File: config.mk
export PLATFORM = sky130hd
export DESIGN_NAME = writeback_regfile
export DESIGN_NICKNAME = d
export VERILOG_FILES = /design/src/rtl/cpu_pkg.sv /design/src/rtl/wb_mux.sv /design/src/rtl/writeback_regfile.sv
export SDC_FILE = /design/constraint.sdc
export NUM_CORES = 2
export LEC_CHECK = 0
export CAP_MARGIN = 20
export CORE_UTILIZATION = 25
export CTS_CLUSTER_SIZE = 28
export DETAILED_ROUTE_END_ITERATION = 10
export PLACE_DENSITY = 0.5
export SKIP_CTS_REPAIR_TIMING = 1
export SLEW_MARGIN = 20
export SYNTH_ARGS = -nofsm -noshare
export SYNTH_HDL_FRONTEND = slang
export SYNTH_HIERARCHICAL = 1
export SYNTH_SLANG_ARGS = --single-unit
File: constraint.sdc
create_clock -name clk -period 6.4 [get_ports clk]
set_clock_uncertainty 0.1 [all_clocks]
set_input_delay 1.28 -clock clk [delete_from_list [all_inputs] [get_ports clk]]
set_output_delay 1.28 -clock clk [all_outputs]
set_load 0.03 [all_outputs]
File: src/rtl/cpu_pkg.sv
// Shared CPU encodings: write-back source, destination select and
// architecturally significant register indices.
package cpu_pkg;

    typedef enum logic [1:0] {
        WB_ALU  = 2'b00,
        WB_MEM  = 2'b01,
        WB_LUI  = 2'b10,
        WB_LINK = 2'b11
    } wb_sel_e;

    typedef enum logic [1:0] {
        DST_RT   = 2'b00,
        DST_RD   = 2'b01,
        DST_RA   = 2'b10,
        DST_NONE = 2'b11
    } dst_sel_e;

    localparam logic [4:0] REG_ZERO = 5'd0;
    localparam logic [4:0] REG_SP   = 5'd29;
    localparam logic [4:0] REG_RA   = 5'd31;

endpackage

File: src/rtl/wb_mux.sv
// Write-back source mux and destination register resolution (purely combinational).
module wb_mux
    import cpu_pkg::*;
#(
    parameter int unsigned size = 32
) (
    input  logic [1:0]      wb_sel,
    input  logic [1:0]      dst_sel,
    input  logic [4:0]      rt,
    input  logic [4:0]      rd,
    input  logic [size-1:0] alu_result,
    input  logic [size-1:0] mem_data,
    input  logic [size-1:0] lui_result,
    input  logic [size-1:0] pc_plus4,
    output logic [size-1:0] wb_data,
    output logic [4:0]      wb_addr
);

    always_comb begin
        wb_data = '0;
        case (wb_sel_e'(wb_sel))
            WB_ALU:  wb_data = alu_result;
            WB_MEM:  wb_data = mem_data;
            WB_LUI:  wb_data = lui_result;
            WB_LINK: wb_data = pc_plus4;
            default: wb_data = '0;
        endcase
    end

    // DST_NONE maps to register 0, which turns the commit into a no-write.
    always_comb begin
        wb_addr = REG_ZERO;
        case (dst_sel_e'(dst_sel))
            DST_RT:   wb_addr = rt;
            DST_RD:   wb_addr = rd;
            DST_RA:   wb_addr = REG_RA;
            DST_NONE: wb_addr = REG_ZERO;
            default:  wb_addr = REG_ZERO;
        endcase
    end

endmodule

File: src/rtl/writeback_regfile.sv
// Write-back stage plus 32-entry register file with two combinational read ports.
// Register 0 has no storage; register 29 resets to the initial stack pointer.
module writeback_regfile
    import cpu_pkg::*;
#(
    parameter int unsigned      size    = 32,
    parameter logic [size-1:0]  sp_init = 32'h0000_3FFC
) (
    input  logic            clk,
    input  logic            rst_n,
    input  logic            reg_write,
    input  logic [1:0]      wb_sel,
    input  logic [1:0]      dst_sel,
    input  logic [4:0]      rs,
    input  logic [4:0]      rt,
    input  logic [4:0]      rd,
    input  logic [size-1:0] alu_result,
    input  logic [size-1:0] mem_data,
    input  logic [size-1:0] lui_result,
    input  logic [size-1:0] pc_plus4,
    output logic [size-1:0] rs_data,
    output logic [size-1:0] rt_data,
    output logic [size-1:0] wb_data,
    output logic [4:0]      wb_addr
);

    logic [size-1:0] regs [1:31];
    logic            write_en;

    wb_mux #(
        .size(size)
    ) u_wb_mux (
        .wb_sel     (wb_sel),
        .dst_sel    (dst_sel),
        .rt         (rt),
        .rd         (rd),
        .alu_result (alu_result),
        .mem_data   (mem_data),
        .lui_result (lui_result),
        .pc_plus4   (pc_plus4),
        .wb_data    (wb_data),
        .wb_addr    (wb_addr)
    );

    assign write_en = reg_write && (wb_addr != REG_ZERO);

    always_ff @(posedge clk) begin
        if (!rst_n) begin
            for (int unsigned i = 1; i < 32; i++) begin
                regs[i] <= (5'(i) == REG_SP) ? sp_init : '0;
            end
        end else if (write_en) begin
            regs[wb_addr] <= wb_data;
        end
    end

    // No write-to-read bypass: reads see state as of the last edge.
    always_comb begin
        rs_data = '0;
        rt_data = '0;
        if (rs != REG_ZERO) rs_data = regs[rs];
        if (rt != REG_ZERO) rt_data = regs[rt];
    end

endmodule
==> results.txt <==
----------------------------------------------------
[Logic synthesis]
  Leading area contributor after synthesis ... sky130_fd_sc_hd__edfxtp_1
  Syn Std Cell Area ... 55190 um2
  Most area-consuming cells after synthesis ... sky130_fd_sc_hd__edfxtp_1, sky130_fd_sc_hd__mux4_2, sky130_fd_sc_hd__and2_1, sky130_fd_sc_hd__mux2i_1, sky130_fd_sc_hd__clkbuf_1
  Post-Synthesis Cells ... 3560
  Synth Register Bits ... 1024
  Area share of the largest cell type after synthesis ... 55.72%
  Leading cell type by number of instances after synthesis ... sky130_fd_sc_hd__edfxtp_1
  Portion of the post-synthesis area used by sequential elements ... 55.72%
  Commonest cells post-synth ... sky130_fd_sc_hd__edfxtp_1, sky130_fd_sc_hd__and2_1, sky130_fd_sc_hd__mux4_2
  Number of distinct library cells after synthesis ... 48
  Count of flip-flops with a built-in enable after synthesis ... 1024
  Number of warnings printed during yosys synthesis ... 6
  Share of synthesized registers carrying an async set or reset ... 0%
  Mean instance size in the synthesized netlist ... 15.50 um2
  Prevailing post-synth register cell ... sky130_fd_sc_hd__edfxtp_1

[Place]
  Placed wire-length estimate after detailed placement ... 131400 um
  DP Worst Slack ... 0.5605 ns
  Inst Count DP ... 6538
  I/O Buffers ... 250
  Final RePlAce weighted congestion ... 0.8230

[Finish]
  Fillers ... 21651
  Sequential cell area ... 30750 um2
  Non-filler cells, final ... 6765
  Fin nets ... 3928
  Fraction of layout instances using a drive strength above 1 ... 26.98%
  Flip-flop count of the largest register after layout ... 1024
  Syn-to-layout area delta ... 19.39%
  Leading registers by flop count ... regs (1024)
  Area of combinational cells with multiple inputs ... 23230 um2
  Top register by number of flip-flops ... regs

[STA]
  Post-layout minimum cycle time ... 5.830 ns
  Sum of negative setup slack ... 0 ns
  Achievable clock frequency ... 171.5 MHz
  Unrepaired setup endpoints after global routing ... no
  Final period utilization ... 91.09%
  Worst setup margin ... 0.5700 ns
  Normalized max-slew margin ... 30.39%
  Number of endpoints failing setup at the final stage ... 0
  Max-slew violation total from the final report ... 0
  Actual slew at the worst max-slew pin ... 1.018 ns
  Final hold vios ... 0

[Worst setup path]
  Critical path launch point ... rt[4]
  Capturing element type of the critical path ... output pin
  Crit start category ... primary input
  Top fanout value on the critical path ... 15
  Start-to-end type of the worst setup path ... in2out
  Arrival time of data at the critical path endpoint ... 4.45 ns
  WP data required ... 5.02 ns

[Worst hold path]
  Worst min-delay path class ... in2reg
  Beginning of the worst hold path ... rst_n

[Routing]
  Via total after detailed routing ... 35278
  Antenna Nets Post-Route ... 0
  Average via count per standard cell ... 5.215
  Post-route DRC violation count ... 0
  Detailed Route Iter0 Violations ... 4409
  Drt first pass iters ... 5
  Routed Wire Length ... 209700 um
  WL/cell ... 30.99 um

[Power and ir drop]
  VDD IR-drop max ... 0.0002080 V
  Leakage power summed over all cells ... 22.06 nW
  P per Cell Area ... 257.5 nW/um2

[Die]
  Horizontal extent of the die ... 471.9 um
  Initial Utilization ... 25.14%
  IO Pins ... 251
  Die height ... 471.9 um
  Die area ... 222600 um2
  Site Rows ... 172
  Placeable core area ... 219500 um2

[Global routing]
  Total routing usage reported by global routing ... 18.49%
  Largest net degree at the start of global routing ... 61
  Vias in the first global route ... 35240
  Wire length of the first global-routing pass ... 287900 um
  Initial antenna violation count ... 20
  Grt total ovfl ... 0

[Clocking]
  Clock sink count ... 1024
  CTS clock-pin slew for the worst setup and hold paths ... 0.06 ns
  Max Root-Sink Buffers ... 3
  CTS tree ... done
  Depth of the CTS H-tree ... 3
  CTS buffer count ... 109
  Master cell of the clock root buffer ... sky130_fd_sc_hd__clkbuf_16

[Job]
  Max capacitance violation total ... 0

[Outcome]
  Outcome ... finished, final reports clean

----------------------------------------------------
==> critical path, stage by stage <==
cell and delay, ns:
sky130_fd_sc_hd__clkdlybuf4s50_1 0.77, sky130_fd_sc_hd__or2_2 0.44, sky130_fd_sc_hd__nor4_2 0.08, sky130_fd_sc_hd__buf_4 0.22
sky130_fd_sc_hd__nor3_1 0.80, sky130_fd_sc_hd__clkdlybuf4s50_1 0.82
==> path summary, 6_finish.rpt <==
check	cells after the start	to	slack, ns
setup / recovery	6	rt_data[11]	0.57
hold / removal	2	regs[31][5]	1.07
==> cells in the final DEF (no fill, tap or decap), drive strengths merged, types with 8 or more instances in the layout <==
cell,netlist,final
conb,1,32
mux4,502,502
clkdlybuf4s50,0,180
diode,0,28
a2111oi,29,29
and2,984,984
nor4,8,8
clkbuf,279,130
mux2,30,30
o221ai,27,27
nor3,54,54
nand2,8,8
or3,15,15
a22oi,18,18
nor2b,16,16
edfxtp,1024,1024
a21oi,10,10
o22ai,79,79
o21ai,33,33
buf,119,293
a211oi,34,34
mux2i,154,154
clkinv,0,56
a22o,51,51
nor2,40,40
==> metrics by stage <==
step | hold WS, ns | total power [mW] | area (um2) | util [%]
2_1_floorplan | 1.701 | 9.557 | 55310 | -
3_3_place_gp | 1.828 | 10.88 | 62450 | 28.45
3_5_place_dp | 1.825 | 10.89 | 62460 | 28.46
4_1_cts | 1.020 | 17.07 | 65820 | 29.98
5_1_grt | 1.051 | 17.44 | 65880 | 30.01
6_report | 1.073 | 16.97 | 65890 | 30.02
==> per-layer routing <==
layer  vias up  wire (um)  track usage (%)
li1      14370          -                -
met1     18795      86400            24.87
met2      1804      98910            29.86
met3       309      15320            2.618
met4         0       9048            7.472
met5         -          0                0
==> cell type report <==
cell class,instances,share of cell area (%)
antenna,28,0.1063
tap,2871,5.452
sequential,1024,46.67
multi-input combinational,2168,35.26
clock inverter,70,0.8089
clock buffer,129,4.286
timing repair buffer,474,7.417
inverter,1,0.005697
==> cell families (layout without fill, tap and decap cells) <==
family	count (synthesis)	in the layout	synth area share (%)
flops	1024	1024	55.72
compound gates	296	296	3.963
buf+inv	399	674	3.541
mux	686	686	23.97
other cells	1	60	0.006795
simple gates	1154	1154	12.80
==> where the power goes <==
group | switching (mW) | leakage [nW] | internal, mW
clock network | 2.84 | 1.65 | 3.39
logic | 1.60 | 10.7 | 1.15
registers | 0.206 | 9.76 | 7.78
Power figures use the tool's default switching activity.
